`src/rtl/motor_pwm_ctrl_pkg.sv`:
```
// rtl/motor_pwm_ctrl_pkg.sv - steering command encodings and H-bridge direction codes
package motor_pwm_ctrl_pkg;

    typedef enum logic [1:0] {
        STOP        = 2'b00,
        TURN_RIGHT  = 2'b01,
        TURN_LEFT   = 2'b10,
        GO_STRAIGHT = 2'b11
    } steer_e;

    localparam logic [1:0] DIR_FWD   = 2'b10;
    localparam logic [1:0] DIR_COAST = 2'b00;

endpackage

```
`src/rtl/pwm_channel.sv`:
```
// rtl/pwm_channel.sv - per-wheel duty ramp, period-aligned duty latch, PWM compare and direction
module pwm_channel #(
    parameter int PWM_BITS  = 10,
    parameter int RAMP_STEP = 32
) (
    input  logic                clk,
    input  logic                reset_n,
    input  logic                tick,
    input  logic                wrap,
    input  logic [PWM_BITS-1:0] cnt,
    input  logic [PWM_BITS-1:0] target_in,
    output logic                pwm,
    output logic [1:0]          dir,
    output logic                done
);
    import motor_pwm_ctrl_pkg::*;

    localparam logic [PWM_BITS-1:0] STEP = PWM_BITS'(RAMP_STEP);

    logic [PWM_BITS-1:0] cur;
    logic [PWM_BITS-1:0] target;
    logic [PWM_BITS-1:0] applied;
    logic [PWM_BITS-1:0] headroom;

    // Only meaningful when cur < target_in, so it never underflows where used.
    assign headroom = target_in - cur;

    always_ff @(posedge clk or negedge reset_n) begin
        if (!reset_n) begin
            cur     <= '0;
            target  <= '0;
            applied <= '0;
            pwm     <= 1'b0;
            dir     <= DIR_COAST;
        end else begin
            target <= target_in;
            // Deceleration is immediate; acceleration waits for ramp ticks and saturates at target.
            if (cur > target_in) begin
                cur <= target_in;
            end else if (tick && (cur < target_in)) begin
                cur <= (headroom <= STEP) ? target_in : cur + STEP;
            end
            if (wrap) begin
                applied <= cur;
            end
            pwm <= (cnt < applied);
            dir <= (cur != '0) ? DIR_FWD : DIR_COAST;
        end
    end

    assign done = (cur == target);

endmodule

```
`src/rtl/motor_pwm_ctrl.sv`:
```
// rtl/motor_pwm_ctrl.sv - two-wheel ramped PWM motor driver with shared counter and ramp divider
module motor_pwm_ctrl #(
    parameter int PWM_BITS  = 10,
    parameter int DUTY_FAST = 768,
    parameter int DUTY_SLOW = 384,
    parameter int RAMP_DIV  = 100000,
    parameter int RAMP_STEP = 32
) (
    input  logic       clk,
    input  logic       reset_n,
    input  logic [1:0] state,
    input  logic       start_move,
    output logic       left_pwm,
    output logic       right_pwm,
    output logic [1:0] left_dir,
    output logic [1:0] right_dir,
    output logic       ramp_done
);
    import motor_pwm_ctrl_pkg::*;

    localparam int DIV_W = (RAMP_DIV > 1) ? $clog2(RAMP_DIV) : 1;
    localparam logic [PWM_BITS-1:0] FAST = PWM_BITS'(DUTY_FAST);
    localparam logic [PWM_BITS-1:0] SLOW = PWM_BITS'(DUTY_SLOW);

    logic [PWM_BITS-1:0] cnt;
    logic [DIV_W-1:0]    div;
    logic                tick;
    logic                wrap;
    logic [PWM_BITS-1:0] left_target;
    logic [PWM_BITS-1:0] right_target;
    logic                left_done;
    logic                right_done;
    steer_e              cmd;

    assign tick = (div == DIV_W'(RAMP_DIV - 1));
    assign wrap = (cnt == '1);
    assign cmd  = steer_e'(state);

    always_ff @(posedge clk or negedge reset_n) begin
        if (!reset_n) begin
            cnt <= '0;
            div <= '0;
        end else begin
            cnt <= cnt + 1'b1;
            div <= tick ? '0 : div + 1'b1;
        end
    end

    always_comb begin
        left_target  = '0;
        right_target = '0;
        if (start_move) begin
            unique case (cmd)
                GO_STRAIGHT: begin left_target = FAST; right_target = FAST; end
                TURN_LEFT:   begin left_target = SLOW; right_target = FAST; end
                TURN_RIGHT:  begin left_target = FAST; right_target = SLOW; end
                STOP:        begin left_target = '0;   right_target = '0;   end
            endcase
        end
    end

    pwm_channel #(.PWM_BITS(PWM_BITS), .RAMP_STEP(RAMP_STEP)) u_left (
        .clk       (clk),
        .reset_n   (reset_n),
        .tick      (tick),
        .wrap      (wrap),
        .cnt       (cnt),
        .target_in (left_target),
        .pwm       (left_pwm),
        .dir       (left_dir),
        .done      (left_done)
    );

    pwm_channel #(.PWM_BITS(PWM_BITS), .RAMP_STEP(RAMP_STEP)) u_right (
        .clk       (clk),
        .reset_n   (reset_n),
        .tick      (tick),
        .wrap      (wrap),
        .cnt       (cnt),
        .target_in (right_target),
        .pwm       (right_pwm),
        .dir       (right_dir),
        .done      (right_done)
    );

    assign ramp_done = left_done & right_done;

endmodule

```
`config.mk`:
```
export PLATFORM = sky130hd
export DESIGN_NAME = motor_pwm_ctrl
export DESIGN_NICKNAME = d
export VERILOG_FILES = /design/src/rtl/motor_pwm_ctrl_pkg.sv /design/src/rtl/pwm_channel.sv /design/src/rtl/motor_pwm_ctrl.sv
export SDC_FILE = /design/constraint.sdc
export NUM_CORES = 1
export LEC_CHECK = 0
export CAP_MARGIN = 10
export CORE_ASPECT_RATIO = 1.75
export CORE_MARGIN = 4
export CORE_UTILIZATION = 50
export DETAILED_ROUTE_END_ITERATION = 10
export MAX_ROUTING_LAYER = met4
export PLACE_DENSITY = 0.7
export SKIP_CTS_REPAIR_TIMING = 1
export SLEW_MARGIN = 20
export SYNTH_ARGS = -nofsm -noshare
export SYNTH_HDL_FRONTEND = slang
export SYNTH_SLANG_ARGS = --single-unit
```
`constraint.sdc`:
```
create_clock -name clk -period 2.8 [get_ports clk]
set_clock_uncertainty 0.2 [all_clocks]
set_input_delay 0.42 -clock clk [delete_from_list [all_inputs] [get_ports clk]]
set_output_delay 0.42 -clock clk [all_outputs]
set_load 0.005 [all_outputs]
```
==> reports/metrics.yaml, run 1 <==
irDropWorstVdd_uv: 515
synth-adder-area-share_pct: 9.35
rsz0062_at_grt: "false"
status: "complete, no violations"
holdCritPathClass: "flop to flop"
synth_top_family_by_area: "simple AND/OR/NAND/NOR gates"
maxSlewHeadroom_pct: 58.5
setup_viol: 0
finalNetCount: 412
synth_compound_area_share_pct: 10.6
place.gp.congestion: 0.871
ys_warn_count: 0
critPathKind: "primary input to flop"
cp.required_ns: 2.87
dr.first_iter.drc_count: 148
dieHeight_um: 114
vias: 2603
cp_max_fo: 3
grt_max_degree: 31
cp_data_arrival_time_ns: 2.74
placeableCoreArea_sq_um: 6230
drt_pre_antenna_iters: 4
drive_above_1_share_pct: 13.8
crit_slowest_cell: "clkdlybuf4s50_1"
worstMarginPinSlew_ns: 0.623
rr_startpoint: "u_right.cur[7]"
grt_pass1_vias: 2643
routed_via_density: 5.61
cts_inserted_buffers: 5
muxShareOfSynthArea_pct: 0.662
maxSlewViolCount: 0
n_antenna_cell: 0
synthDistinctLibCells: 47
p_per_area_nw_per_um2: 631
leakagePower_nw: 1.70
clk_pin_slew_ns: 0.10
antenna_found_initial: 0
drc_errors: 0
setup_tns_ns: 0
wl_met2_um: 3940
finalCriticalPeriod_ns: 2.67
clkLatencyLatePin_ns: 0.32
io_buffers: 9
ios: 12
cts-root-buf: "clkbuf_8"
dieArea_sq_um: 7820
wl_per_cell_um: 15.2
grt_first_pass_wirelength_um: 11800
highest_layer: "met4"
avgSynthCellArea_sq_um: 9.45
maxCapViolCount: 0
fin_hold_ws_ns: 0.260
cts-htree-levels: 2
netlist_instances: 340
start_kind: "primary input"
die_w_um: 68.6
clock_path_buffers: 2
synthSimpleGateAreaFrac_pct: 23.7
wirelength_um: 7060
area_delta_synth_final_pct: 17.1
dpl-instance-area_sq_um: 3630
clkSinkCount: 56
hold_start: "div[0]"
finalCritPeriodShare_pct: 95.4
syn_area_sq_um: 3210
drtAntennaViolNets: 0
post-place-cells: 455
grt-ovfl-total: 0
post-dp-hpwl_um: 5370
ys_seq_elements: 56
wl_met1_um: 2760
final_area_sq_um: 3760
hold_viol: 0
critical_path.endpoint_type: "flop"
met3RoutedLength_um: 174
crit_path_max_incr_delay_ns: 0.51
fmax_mhz: 374
start_util_pct: 51.6
grtUsageTotal_pct: 20.8
crit_path_cell_trace: "clkdlybuf4s50_1, nand2_1, nor2_1, ha_1, buf_4, xor2_1, nor3_1, o211ai_1, or4_1, nand3_1"
ys_seq_area_share_pct: 43.6
rows: 38
cts_tree: "done"
startpoint: "state[0]"
synth_xor_area_share_pct: 7.63
fin_cells: 464
-- cells in the mapped netlist, drive strengths merged --
master	instances	area share, %
o311ai	4	1.1
xnor2	15	4.1
a21oi	8	1.2
nand3	24	3.7
nand2b	3	0.58
and2	2	0.39
a21boi	1	0.23
dfrtp	56	44
and3b	1	0.27
nand2	28	3.3
and4b	1	0.31
conb	1	0.12
nor4bb	1	0.31
nor4b	6	1.8
and4	3	0.82
nor2	29	3.4
a31oi	6	1.2
or4	2	0.47
o211ai	2	0.47
ha	24	9.3
inv	25	2.9
mux2	1	0.35
nand4	5	0.97
clkbuf	7	0.82
nor2b	1	0.19
nor4	4	0.78
and3	9	1.8
xor2	13	3.5
o211a	1	0.31
a211o	1	0.27
or3	5	0.97
or2	3	0.58
a32o	1	0.31
mux2i	1	0.31
nor3	11	1.7
buf	3	0.62
nor3b	2	0.97
o21a	4	0.93
and4bb	1	0.39
o221a	2	0.70
o221ai	2	0.55
o21ai	21	3.3
-- per-stage QoR --
| step | util (%) | setup slack [ns] | power [mW] |
|---|---|---|---|
| CTS | 60.0 | 0.0986 | 2.36 |
| global placement | 58.3 | -0.222 | 1.80 |
| finish | 60.4 | 0.128 | 2.37 |
| detailed placement | 58.3 | -0.246 | 1.83 |
| floorplan | - | 0.139 | 1.46 |
| global route | 60.4 | 0.00719 | 2.52 |
-- worst max-delay path, delay by kind of cell --
kind | cells | cell delay (ns)
compound gates | 1 | 0.18
xor+xnor | 1 | 0.15
buf+inv | 2 | 0.65
simple gates | 5 | 1.05
fa+ha+maj | 1 | 0.28
-- routing by layer --
layer	GRT usage, %	vias to the layer above
met2	36.5	36
met4	9.96	0
li1	-	1282
met1	21.4	1274
met5	-	-
met3	3.55	11
-- power breakdown --
group          switching, mW  internal, mW  leakage (nW)  total [mW]
registers             0.0897         0.864         0.733       0.953
clock network          0.269         0.266        0.0552       0.535
logic                  0.430         0.454         0.915       0.884
-- path summary, 6_finish.rpt --
check / to / cells after the start / slack (ns)
max: u_right.cur[7] / 10 / 0.13
min: div[0] / 1 / 0.26
max reg2reg: u_right.cur[7] / 8 / 0.37
min reg2reg: div[0] / 1 / 0.26
max in group asynchronous: div[3] / 3 / 1.38
min in group asynchronous: cnt[0] / 2 / 0.44
-- area by class of cell --
class / instances / area (sq um)
clock inverters: 2 / 35.0
repair buffers: 45 / 370
well taps: 80 / 100
flip-flops and latches: 56 / 1400
multi-input cells: 250 / 1690
inverters: 25 / 93.8
clock buffers: 6 / 72.6
fillers: 574 / 2470
-- registers in the layout, summed over array words and instances, names as in the netlist --
name / count
u_right.target: 2
u_left.applied: 5
cnt: 10
u_left.cur: 5
u_right.pwm: 1
u_right.applied: 5
u_left.dir: 1
u_right.cur: 5
u_right.dir: 1
div: 17
u_left.target: 3
u_left.pwm: 1
-- placed cells by master (no fill, tap or decap), drive strengths merged, types with 2 or more instances in the layout --
cell type and n:
or3 5, a31oi 6, xor2 13, and2 2, nor4b 6, dfrtp 56, o21ai 21, a21oi 8
o221ai 2, or2 3, inv 25, buf 36, xnor2 15, o311ai 4, nor3b 2, clkbuf 6
or4 2, nand3 24, nand2b 3, and3 9, nor2 29, and4 3, o21a 4, nand2 28
conb 2, clkdlybuf4s50 8, o221a 2, nor3 11, nor4 4, nand4 5, o211ai 2, ha 24
-- cells by family after synthesis --
kind of cell | count (synthesis)
multiplexers | 2
AO/OA/AOI/OAI | 53
flip-flops | 56
AND/OR/NAND/NOR | 141
adder cells (fa/ha/maj) | 24
buffers and inverters | 35
other | 1
XOR/XNOR | 28
(Power assumes the default switching activity.)
==> run 2, diff against run 1 <==
ABC_AREA = 1   (was unset)
clock period = 3.5 ns   (was 2.8 ns; I/O delays follow)
==> reports/metrics.yaml, run 2 <==
ys_seq_elements: 56
mostFrequentLayoutCell: "nand2_1"
rr_startpoint: "cnt[0]"
worstMarginPinSlew_ns: 0.705
gr-max-usage-layer: "met2"
grtUsageTotal_pct: 17.3
area_delta_synth_final_pct: 7.63
drt_pre_antenna_iters: 4
hold_viol: 0
async_reset_ff_share_pct: 100
ys_seq_area_share_pct: 42.9
clkSinkCount: 56
synth_top_cell_by_area: "dfrtp_1"
die_w_um: 69.1
layout_common_cells: "nand2_1 (76), inv_1 (70), dfrtp_1 (56), nand3_1 (37), ha_1 (24)"
post-dp-hpwl_um: 4850
fin_cells: 489
holdCritPathClass: "flop to flop"
grt-ovfl-total: 0
rsz0062_at_grt: "false"
crit_end: "ramp_done"
critPathKind: "flop to primary output"
io_buffers: 9
cp_max_fo: 5
grt.met1_usage_pct: 17.2
power_switching_share_pct: 41.0
fmax_mhz: 365
yosys.area.top_type_share_pct: 42.9
irDropWorstVdd_uv: 408
clock_path_buffers: 2
dpl-instance-area_sq_um: 3420
largestRegisters: "div x17, cnt x10"
dr.first_iter.drc_count: 88
crit_path_max_incr_delay_ns: 0.55
dieArea_sq_um: 7930
wirelength_um: 6030
synth_most_common_cell: "nand2_1"
finalNetCount: 438
start_util_pct: 52.0
n_antenna_cell: 0
startpoint: "u_left.cur[8]"
syn_area_sq_um: 3260
met2_usage_pct: 32.6
maxSlewHeadroom_pct: 52.9
crit_slowest_cell: "clkdlybuf4s50_1"
p_int_mw: 1.16
ys_warn_count: 0
ios: 12
cts_tree: "done"
maxCapViolCount: 0
setup_viol: 0
reg2reg_slack_ns: 1.32
clk_pin_slew_ns: 0.09
yosys-top-cells-area: "dfrtp_1 (43%), ha_1 (9.2%), nand2_1 (8.7%)"
ys_top_cells_by_count: "nand2_1 (76), inv_1 (70), dfrtp_1 (56)"
r2r-end: "u_right.applied[8]"
combPwrFrac_pct: 43.0
antenna_found_initial: 0
synth_edf_count: 0
leakagePower_nw: 1.76
maxSlewViolCount: 0
avgSynthCellArea_sq_um: 8.24
setup_tns_ns: 0
hold_path_depth: 1
cp_data_arrival_time_ns: 2.01
placeableCoreArea_sq_um: 6280
finalCriticalPeriod_ns: 2.74
cp.required_ns: 2.77
ys.flop_type: "dfrtp_1"
start_kind: "flop"
p_seq_share_pct: 40.2
grt_pass1_vias: 2633
routed_via_density: 5.13
finalCritPeriodShare_pct: 78.3
grt_max_degree: 38
final_area_sq_um: 3510
p_switching_uw: 807
largest-register: "div"
drive_above_1_share_pct: 7.58
place.gp.congestion: 0.870
grt_util_met3_pct: 2.36
dieHeight_um: 115
crit_path_cell_trace: "inv_1, o21ai_0, nor2_1, nand4_1, nor3_1, clkdlybuf4s50_1"
drtAntennaViolNets: 0
rr_worst_depth: 8
cts_inserted_buffers: 5
drc_errors: 0
power_frac_clock_pct: 16.8
netlist_instances: 396
clkLatencyLatePin_ns: 0.30
cts-htree-levels: 2
rows: 38
synthDistinctLibCells: 31
largest_reg_flops: 17
cts-root-buf: "clkbuf_8"
critical_path.endpoint_type: "primary output"
vias: 2507
post-place-cells: 481
grt_first_pass_wirelength_um: 10900
wl_per_cell_um: 12.3
p_per_area_nw_per_um2: 560
status: "complete, no violations"
[run 2: cell families after synthesis]
kind of cell / after synthesis / share of synthesized area [%]
fa+ha+maj: 24 / 9.20
compound gates: 42 / 7.55
simple gates: 170 / 24.2
buf+inv: 79 / 9.51
other cells: 1 / 0.115
flops: 56 / 42.9
xor+xnor: 24 / 6.44
[run 2: area by class of cell]
| cell class | instances | area, sq um |
|---|---|---|
| clock buffer | 6 | 72.6 |
| clock inverter | 1 | 5.00 |
| fill | 624 | 2760 |
| inverter | 73 | 275 |
| multi-input combinational | 262 | 1560 |
| sequential | 56 | 1400 |
| tap | 80 | 100 |
| timing repair buffer | 11 | 103 |
[run 2: per-layer routing]
metal / up-vias / part of all wire, %
li1: 1281 / -
met1: 1167 / 40
met4: 0 / 3.6
met5: - / 0
met3: 19 / 2.4
met2: 40 / 54
[run 2: worst min-delay path by stage]
stage	startpoint	end	slack (ns)
floorplan	reset_n	cnt[0]	0.03
global placement	div[0]	div[0]	0.24
detailed placement	cnt[0]	cnt[0]	0.25
CTS	reset_n	div[14]	-0.05
global route	div[0]	div[0]	0.29
finish	cnt[0]	cnt[0]	0.25
[run 2: critical path, delay by kind of cell, from the launching register on]
kind / cells / cell delay [ns]
buf+inv: 2 / 0.76
compound gates: 1 / 0.12
simple gates: 3 / 0.41
flops: 1 / 0.42
[run 2: metrics by stage]
step           total power [mW]  utilization [%]  setup slack, ns  hold slack, ns
2_1_floorplan              1.45                -             1.23          0.0294
4_1_cts                    1.98             55.8            0.745         -0.0465
3_3_place_gp               1.64             54.6            0.491           0.245
6_report                   1.97             56.0            0.760           0.250
3_5_place_dp               1.65             54.6            0.470           0.247
5_1_grt                    2.14             56.0            0.471           0.290
[run 2: power groups by stage]
| stage | logic (mW) | registers [mW] | clock network, mW |
|---|---|---|---|
| after floorplan | 0.677 | 0.772 | 0 |
| after global placement | 0.836 | 0.800 | 0 |
| after detailed placement | 0.846 | 0.802 | 0 |
| after CTS | 0.852 | 0.790 | 0.341 |
| after global routing | 0.976 | 0.802 | 0.366 |
| final | 0.846 | 0.790 | 0.331 |
